$ cat src/rtl/led_seq_pkg.sv
// Shared types and helpers for the multi-LED pattern sequencer.
package led_seq_pkg;

    localparam int MODE_W   = 3;
    // Widest LED bus the init_pattern helper can describe.
    localparam int LED_MAX  = 64;

    typedef enum logic [MODE_W-1:0] {
        MODE_OFF    = 3'd0,
        MODE_BLINK  = 3'd1,
        MODE_ALT    = 3'd2,
        MODE_CHASE  = 3'd3,
        MODE_BOUNCE = 3'd4,
        MODE_FILL   = 3'd5
    } mode_t;

    // Raw mode request to pattern mode; unused codes fall back to OFF.
    function automatic mode_t decode_mode(input logic [MODE_W-1:0] code);
        mode_t m;
        case (code)
            3'd1:    m = MODE_BLINK;
            3'd2:    m = MODE_ALT;
            3'd3:    m = MODE_CHASE;
            3'd4:    m = MODE_BOUNCE;
            3'd5:    m = MODE_FILL;
            default: m = MODE_OFF;
        endcase
        return m;
    endfunction

    // Pattern loaded when a mode becomes active; only the low n bits are meaningful.
    function automatic logic [LED_MAX-1:0] init_pattern(input mode_t m, input int unsigned n);
        logic [LED_MAX-1:0] p;
        p = '0;
        for (int unsigned i = 0; i < LED_MAX; i++) begin
            if (i < n) begin
                case (m)
                    MODE_BLINK:  p[i] = 1'b1;
                    MODE_ALT:    p[i] = (i % 2 == 0);
                    MODE_CHASE,
                    MODE_BOUNCE,
                    MODE_FILL:   p[i] = (i == 0);
                    default:     p[i] = 1'b0;
                endcase
            end
        end
        return p;
    endfunction

endpackage

$ cat src/rtl/led_seq_multi_prescaler.sv
// Two-stage tick prescaler: MF_DIV clocks per mid tick, LF_DIV mid ticks per pattern tick.
module tick_prescaler #(
    parameter int MF_DIV = 20,
    parameter int LF_DIV = 2
) (
    input  logic clk,
    input  logic rst_n,
    input  logic enable,
    input  logic clear,
    output logic tick_lf
);

    localparam int MF_W = (MF_DIV > 1) ? $clog2(MF_DIV) : 1;
    localparam int LF_W = (LF_DIV > 1) ? $clog2(LF_DIV) : 1;

    if (MF_DIV < 1) begin : g_bad_mf_div
        $fatal(1, "tick_prescaler: MF_DIV must be >= 1");
    end
    if (LF_DIV < 1) begin : g_bad_lf_div
        $fatal(1, "tick_prescaler: LF_DIV must be >= 1");
    end

    logic [MF_W-1:0] mf_cnt;
    logic [LF_W-1:0] lf_cnt;
    logic            mf_last;
    logic            lf_last;

    assign mf_last = (mf_cnt == MF_W'(MF_DIV - 1));
    assign lf_last = (lf_cnt == LF_W'(LF_DIV - 1));
    assign tick_lf = enable & mf_last & lf_last;

    // Counters: clear restarts the period regardless of enable; otherwise advance only while enabled.
    always_ff @(posedge clk or negedge rst_n) begin
        if (!rst_n) begin
            mf_cnt <= '0;
            lf_cnt <= '0;
        end else if (clear) begin
            mf_cnt <= '0;
            lf_cnt <= '0;
        end else if (enable) begin
            if (mf_last) begin
                mf_cnt <= '0;
                lf_cnt <= lf_last ? '0 : lf_cnt + LF_W'(1);
            end else begin
                mf_cnt <= mf_cnt + MF_W'(1);
            end
        end
    end

endmodule

$ cat src/rtl/led_seq_multi.sv
// N-channel Moore LED pattern sequencer with integrated two-stage tick prescaler.
module led_seq_multi
    import led_seq_pkg::*;
#(
    parameter int N_LEDS = 4,
    parameter int MF_DIV = 20,
    parameter int LF_DIV = 2
) (
    input  logic              clk,
    input  logic              rst_n,
    input  logic [MODE_W-1:0] mode,
    input  logic              enable,
    output logic [N_LEDS-1:0] led,
    output logic              tick_lf,
    output logic              mode_ack
);

    if (N_LEDS < 2) begin : g_bad_n_leds
        $fatal(1, "led_seq_multi: N_LEDS must be >= 2");
    end
    if (N_LEDS > LED_MAX) begin : g_big_n_leds
        $fatal(1, "led_seq_multi: N_LEDS exceeds LED_MAX");
    end

    mode_t             mode_q, mode_d;
    mode_t             mode_dec;
    logic [N_LEDS-1:0] led_q, led_d;
    logic [N_LEDS-1:0] led_init;
    logic [N_LEDS-1:0] led_step;
    logic              dir_up_q, dir_up_d;
    logic              dir_up_step;
    logic              ack_q, ack_d;
    logic              mode_change;
    logic [LED_MAX-1:0] init_full;

    assign mode_dec    = decode_mode(mode);
    assign mode_change = (mode_dec != mode_q);
    assign init_full   = init_pattern(mode_dec, N_LEDS);
    assign led_init    = init_full[N_LEDS-1:0];

    if (N_LEDS < LED_MAX) begin : g_init_hi
        logic unused_init_hi;
        assign unused_init_hi = ^init_full[LED_MAX-1:N_LEDS];
    end

    assign led      = led_q;
    assign mode_ack = ack_q;

    tick_prescaler #(
        .MF_DIV (MF_DIV),
        .LF_DIV (LF_DIV)
    ) u_prescaler (
        .clk     (clk),
        .rst_n   (rst_n),
        .enable  (enable),
        .clear   (mode_change),
        .tick_lf (tick_lf)
    );

    // Active mode, LED pattern, bounce direction and acknowledge registers.
    always_ff @(posedge clk or negedge rst_n) begin
        if (!rst_n) begin
            mode_q   <= MODE_OFF;
            led_q    <= '0;
            dir_up_q <= 1'b1;
            ack_q    <= 1'b0;
        end else begin
            mode_q   <= mode_d;
            led_q    <= led_d;
            dir_up_q <= dir_up_d;
            ack_q    <= ack_d;
        end
    end

    // One pattern step in the active mode, computed from the current LED value.
    always_comb begin
        led_step    = led_q;
        dir_up_step = dir_up_q;
        case (mode_q)
            MODE_OFF: begin
                led_step = '0;
            end
            MODE_BLINK, MODE_ALT: begin
                led_step = ~led_q;
            end
            MODE_CHASE: begin
                led_step = {led_q[N_LEDS-2:0], led_q[N_LEDS-1]};
            end
            MODE_BOUNCE: begin
                // Turn around at either end so the end value is shown once, not twice.
                if (dir_up_q && led_q[N_LEDS-1]) begin
                    led_step    = led_q >> 1;
                    dir_up_step = 1'b0;
                end else if (!dir_up_q && led_q[0]) begin
                    led_step    = led_q << 1;
                    dir_up_step = 1'b1;
                end else if (dir_up_q) begin
                    led_step = led_q << 1;
                end else begin
                    led_step = led_q >> 1;
                end
            end
            MODE_FILL: begin
                led_step = (&led_q) ? '0 : {led_q[N_LEDS-2:0], 1'b1};
            end
            default: begin
                led_step = '0;
            end
        endcase
    end

    // Next state: a mode change reloads and acknowledges, overriding any coincident step.
    always_comb begin
        mode_d   = mode_q;
        led_d    = led_q;
        dir_up_d = dir_up_q;
        ack_d    = 1'b0;
        if (mode_change) begin
            mode_d   = mode_dec;
            led_d    = led_init;
            dir_up_d = 1'b1;
            ack_d    = 1'b1;
        end else if (tick_lf) begin
            led_d    = led_step;
            dir_up_d = dir_up_step;
        end
    end

endmodule

$ cat config.mk
export PLATFORM = sky130hd
export DESIGN_NAME = led_seq_multi
export DESIGN_NICKNAME = d
export VERILOG_FILES = /design/src/rtl/led_seq_pkg.sv /design/src/rtl/led_seq_multi_prescaler.sv /design/src/rtl/led_seq_multi.sv
export SDC_FILE = /design/constraint.sdc
export NUM_CORES = 1
export LEC_CHECK = 0
export CORE_ASPECT_RATIO = 0.9
export CORE_MARGIN = 8
export CORE_UTILIZATION = 55
export CTS_CLUSTER_DIAMETER = 150
export DETAILED_ROUTE_END_ITERATION = 16
export GPL_ROUTABILITY_DRIVEN = 1
export PLACE_DENSITY = 0.78
export SLEW_MARGIN = 10
export SYNTH_ARGS = -nofsm -noshare
export SYNTH_HDL_FRONTEND = slang
export SYNTH_HIERARCHICAL = 1
export SYNTH_SLANG_ARGS = --single-unit
export TNS_END_PERCENT = 100
$ cat constraint.sdc
create_clock -name clk -period 2.5 [get_ports clk]
set_clock_uncertainty 0.2 [all_clocks]
set_input_delay 0.75 -clock clk [delete_from_list [all_inputs] [get_ports clk]]
set_output_delay 0.75 -clock clk [all_outputs]
set_load 0.005 [all_outputs]
==> results of run 1 <==
[path summary, 6_finish.rpt]
path / to / startpoint / slack, ns
max: tick_lf / enable / 0.07
min: u_prescaler/mf_cnt[4] / u_prescaler/mf_cnt[4] / 0.40
min in group asynchronous: u_prescaler/lf_cnt / rst_n / 0.66
max in group asynchronous: led[2] / rst_n / 1.02
max reg2reg: led[2] / u_prescaler/mf_cnt[1] / 0.40
min reg2reg: u_prescaler/mf_cnt[4] / u_prescaler/mf_cnt[4] / 0.40
[sequential cells by signal (all words and copies together) (netlist names)]
register / cells
u_prescaler/lf_cnt: 1
mode_ack: 1
u_prescaler/mf_cnt: 5
mode_q: 3
led: 4
dir_up_q: 1
[cell type report]
class	count	area share
Inverter	5	0.0140
Clock inverter	1	0.00373
Sequential cell	15	0.281
Timing Repair Buffer	27	0.169
Clock buffer	3	0.0168
Multi-Input combinational cell	97	0.493
Tap cell	25	0.0233
[cells by family (layout without fill, tap and decap cells)]
logic type | count (synthesis) | after routing | share of synthesized area
compound gates | 34 | 34 | 0.226
buf+inv | 13 | 36 | 0.0591
simple gates | 54 | 54 | 0.290
flops | 15 | 15 | 0.342
fa+ha+maj | 1 | 1 | 0.0114
xor+xnor | 6 | 6 | 0.0478
mux | 2 | 2 | 0.0227
[power by group through the flow]
stage / sequential [mW] / clock [mW] / combinational [mW]
floorplan: 0.270 / 0 / 0.0938
global placement: 0.286 / 0 / 0.135
detailed placement: 0.287 / 0 / 0.139
CTS: 0.282 / 0.144 / 0.139
global route: 0.286 / 0.155 / 0.155
finish: 0.283 / 0.137 / 0.139
[tightest hold or removal path, cell delays in order (launching register included)]
cell     delay, ns
dfrtp_1       0.40
o21ai_0       0.09
a21oi_1       0.07
[Yosys cell counts (2+ instances only)]
cell,n
nor2b_1,4
xnor2_1,3
nand4_1,4
a21oi_1,7
o21ai_0,8
nand2b_1,6
nor3_1,4
a31oi_1,3
buf_2,7
and2b_1,2
dfrtp_1,14
xor2_1,3
a211oi_1,2
nor2_1,11
nand3_1,5
nand2_1,7
o311ai_1,3
inv_1,4
o211ai_1,2
[cells in the final DEF, fill, tap and decap left out, drive strengths merged, types with 2 or more instances in the layout]
master / n
a211oi: 2
o21ai: 8
nor3b: 2
nand2: 8
nand3: 5
clkdlybuf4s50: 9
o311ai: 3
and4bb: 2
nand2b: 6
xor2: 3
inv: 5
nor3: 4
nand4: 4
o211ai: 2
nor2: 11
a21oi: 8
o32ai: 2
a31oi: 3
nor2b: 4
buf: 17
and2b: 2
clkbuf: 3
xnor2: 3
and2: 2
dfrtp: 14
[through the flow]
stage,cells,utilization,setup slack [ns]
5_1_grt,173,0.708,-0.000574
3_3_place_gp,166,0.682,-0.612
2_1_floorplan,125,-,0.253
6_report,173,0.708,0.0737
3_5_place_dp,166,0.682,-0.659
4_1_cts,172,0.703,0.0469
[per-layer routing]
metal,vias to the layer above,GRT usage
li1,509,-
met1,481,0.183
met2,33,0.235
met3,4,0.0436
met4,0,0.0617
met5,-,0
[repair_timing]
| action | 4_1_cts | 5_1_grt |
|---|---|---|
| setup endpoints to repair | 1 | 1 |
| gates resized for setup | 8 | 1 |
| buffers inserted | 2 | 1 |
| endpoints found under the hold margin | 0 | 0 |
| pin swaps | 3 | 2 |
==> run summary, run 1 <==
vias in the first global route: 970
switching share of power: 0.311
wire length on met1: 1.12 mm
Die H: 58.4 µm
layout cell share with drive strength beyond 1: 0.230
Min-Delay Path Depth: 2
Worst EP required: 1.55 ns
crit end category: output port
Final #Nets: 156
Main synth FF type: dfrtp_1
worst path cell trace: clkdlybuf4s15_2 -> nand2_2 -> nor3b_4 -> and2_4 -> buf_2
GRT overflow: 0
Post-synth EDFFs: 0
NetSw: 174 µW
WHS: 0.401 ns
Area Growth Syn to Fin: 22.1%
Clock power frac: 0.246
Syn Std Cell Area: 0.00110 mm²
fmax: 412 MHz
CP max stage cell: clkdlybuf4s15_2
largest cells by area after synthesis: dfrtp_1 (32%), nor2_1 (3.8%), o21ai_0 (3.6%), nand2b_1 (3.4%), a21oi_1 (3.2%)
multi-input logic area: 662 µm²
met3 WL: 171 µm
kind of cell adding the most delay to the critical path: simple AND/OR/NAND/NOR gates
leakage power: 0.552 nW
max cap viols: 0
drt first pass iters: 4
max-slew violations: 0
WS Path Type: in -> out
Tcrit/Tclk final: 0.971
fin crit period: 2.43 ns
crit start category: primary input
clk buf depth: 2
Via density: 5.94
Seq cells post-synth: 15
vias: 1027
Pwr Density: 416 mW/mm²
Reg2Reg Depth: 9
syn nets: 132
first-pass GRT wire length: 4.48 mm
Worst-Margin Slew: 0.655 ns
uppermost layer routed: met4
TritonCTS Buffers: 3
Setup Viol. Count Final: 0
# DRC: 0
Synth cell types: 45
leading area contributor after synthesis: dfrtp_1
sequential share of power: 0.506
Yosys warnings: 6
Initial Util: 0.580
total power: 559 µW
num rows: 15
htree depth: 1
IO buf count: 11
GRT Util Overall: 0.148
syn avg cell area: 8.80 µm²
Die ar.: 0.00369 mm²
Hold Path Class: reg -> reg
Core Region: 0.00190 mm²
Synth top area share: 0.319
clk root buf: clkbuf_4
status: complete, no violations
largest net degree at the start of global routing: 17
Comb pwr share: 0.248
Worst-path clk slew: 0.09 ns
DPL Wire Length: 1.98 mm
Routed Antenna Nets: 0
Clock Latency Late Sink: 0.28 ns
critical path peak fanout: 2
Worst slew margin: 0.562
WP depth: 5
sequential fraction of the synthesis area: 0.342
worst stage delay on the critical path: 0.19 ns
antenna violations before repair: 0
setup TNS: 0 ns
Routed Wire Length: 2.58 mm
Hold Violations, Final: 0
FF/Latch Area: 377 µm²
hold buffers post-CTS: 0
First DRT Iteration DRCs: 25
CTS sink cnt: 15
critical path arrival: 1.48 ns
ys async rst share: 1.00
post-layout instance area: 0.00134 mm²
Peak VDD IR: 0.468 mV
cell-internal power: 385 µW
cells after synthesis: 125
Fillers: 155
num ports: 12
CTS tree: built
Buffers & Inverters on Critical Path: 2
placed cell area: 0.00129 mm²
GP Congestion: 0.945
ant diodes: 0
wire per inst: 14.9 µm
met2 WL post-DR: 1.25 mm
Die X: 63.1 µm
Note: power is estimated with default switching activity, not from simulation.
==> run 2, diff against run 1 <==
CAP_MARGIN = 20   (was not set)
GPL_TIMING_DRIVEN = 0   (was not set)
==> run summary, run 2 (synthesis results as in run 1) <==
first-pass GRT wire length: 4.28 mm (-4.3%)
vias in the first global route: 952 (-1.9%)
clk buf depth: 2 (unchanged)
TritonCTS Buffers: 3 (unchanged)
Reg2Reg Depth: 7 (-2)
Die X: 63.1 µm (unchanged)
Biggest register: u_prescaler/mf_cnt
Via density: 6.03 (+1.6%)
Die H: 58.4 µm (unchanged)
max-slew violations: 0 (unchanged)
crit start category: primary input
GP Congestion: 0.912 (-3.5%)
Routed Antenna Nets: 0 (unchanged)
hold buffers post-CTS: 0 (unchanged)
num rows: 15 (unchanged)
wire per inst: 15.2 µm (+2.1%)
DPL Wire Length: 1.88 mm (-4.8%)
Setup Viol. Count Final: 0 (unchanged)
num ports: 12 (unchanged)
Core Region: 0.00190 mm² (unchanged)
Worst EP required: 2.48 ns (+0.93 ns)
fin crit period: 2.41 ns (-0.0121 ns)
ant diodes: 0 (unchanged)
post-layout instance area: 0.00131 mm² (-2.4%)
Area Growth Syn to Fin: 19.1%
Tcrit/Tclk final: 0.966 (-0.00484)
GRT overflow: 0 (unchanged)
placed cell area: 0.00123 mm² (-4.7%)
Hold Violations, Final: 0 (unchanged)
critical path peak fanout: 12 (+10)
Worst-Margin Slew: 0.642 ns (-0.0134 ns)
Final WS setup: 0.0858 ns (+0.0121 ns)
crit end category: register
fmax: 414 MHz (+0.50%)
Initial Util: 0.580 (unchanged)
WS Path Type: in -> reg
GRT Util Overall: 0.142 (-0.00559)
antenna violations before repair: 0 (unchanged)
Clock Latency Late Sink: 0.29 ns (about the same)
clk root buf: clkbuf_4
vias: 1019 (-0.78%)
critical path arrival: 2.39 ns (+0.91 ns)
largest net degree at the start of global routing: 16 (-1)
Final #Nets: 152 (-2.6%)
IO buf count: 10 (-1)
Worst slew margin: 0.571 (+0.00898)
leakage power: 0.540 nW (-2.2%)
RSZ-0062 raised after global routing: no
CTS sink cnt: 15 (unchanged)
total power: 556 µW (-0.42%)
htree depth: 1 (unchanged)
Peak VDD IR: 0.405 mV (-14%)
max cap viols: 0 (unchanged)
status: complete, no violations
Pwr Density: 425 mW/mm² (+2.1%)
Min-Delay Path Depth: 2 (unchanged)
Die ar.: 0.00369 mm² (unchanged)
commonest non-fill, non-tap cell in the layout: dfrtp_1
Largest register FFs: 5 (unchanged)
Place WS: -1.04 ns (-0.383 ns)
# DRC: 0 (unchanged)
layout cell share with drive strength beyond 1: 0.208 (-0.0214)
Routed Wire Length: 2.57 mm (-0.27%)
Worst-path clk slew: 0.09 ns (about the same)
Hold Path Class: reg -> reg
First DRT Iteration DRCs: 49 (+96%)
CTS tree: built
drt first pass iters: 4 (unchanged)
most frequent cells in the layout: dfrtp_1 (14), nor2_1 (11), buf_2 (8), o21ai_0 (8), clkdlybuf4s50_1 (8)
==> run 2: per-layer routing <==
layer,vias to the layer above,wire [µm],track usage
met3,5,183,0.0417
met2,37,1220,0.226
met1,484,1140,0.180
li1,493,-,-
met5,-,0,0
met4,0,28,0.0487
==> run 2: area by class of cell <==
type / instances / area [µm²]
Multi-Input combinational cell: 97 / 677
Fill cell: 163 / 586
Sequential cell: 15 / 377
Timing Repair Buffer: 15 / 134
Buffer: 8 / 46.3
Tap cell: 25 / 31.3
Clock buffer: 4 / 26.3
Inverter: 5 / 18.8
==> run 2: path summary, 6_finish.rpt <==
path | start | to | slack [ns]
max in group asynchronous | rst_n | led[2] | 1.04
worst max register to register | u_prescaler/mf_cnt[2] | led[2] | 0.51
worst max-delay path | mode[2] | u_prescaler/lf_cnt | 0.09
worst min-delay path | u_prescaler/mf_cnt[4] | u_prescaler/mf_cnt[4] | 0.37
worst min register to register | u_prescaler/mf_cnt[4] | u_prescaler/mf_cnt[4] | 0.37
min in group asynchronous | rst_n | mode_ack | 0.65
==> run 2: repair_timing <==
| action | 4_1_cts | 5_1_grt |
|---|---|---|
| setup buffers | 5 | 0 |
| gates resized for setup | 12 | 2 |
| pin swaps | 2 | 3 |
| setup endpoints to repair | 4 | 1 |
==> run 2: stage by stage <==
stage | setup TNS (ns) | std cells | hold WS (ns) | utilization
2_1_floorplan | 0 | 125 | 0.254 | -
3_3_place_gp | -2.52 | 160 | 0.336 | 0.650
3_5_place_dp | -2.93 | 160 | 0.359 | 0.650
4_1_cts | 0 | 169 | 0.372 | 0.692
5_1_grt | 0 | 169 | 0.429 | 0.691
6_report | 0 | 169 | 0.371 | 0.691
==> run 2: where the power goes <==
part	switching (mW)	internal (mW)	leakage [nW]	total, mW
combinational	0.0836	0.0668	0.333	0.150
clock	0.0766	0.0621	0.0150	0.139
sequential	0.0120	0.255	0.193	0.267
total	0.172	0.384	0.540	0.556
==> run 2: critical path: stages <==
cell             delay, ns
clkdlybuf4s50_1       0.53
and4bb_1              0.29
a21oi_2               0.15
o32ai_4               0.12
inv_2                 0.20
nor2b_1               0.07
mux2_4                0.27
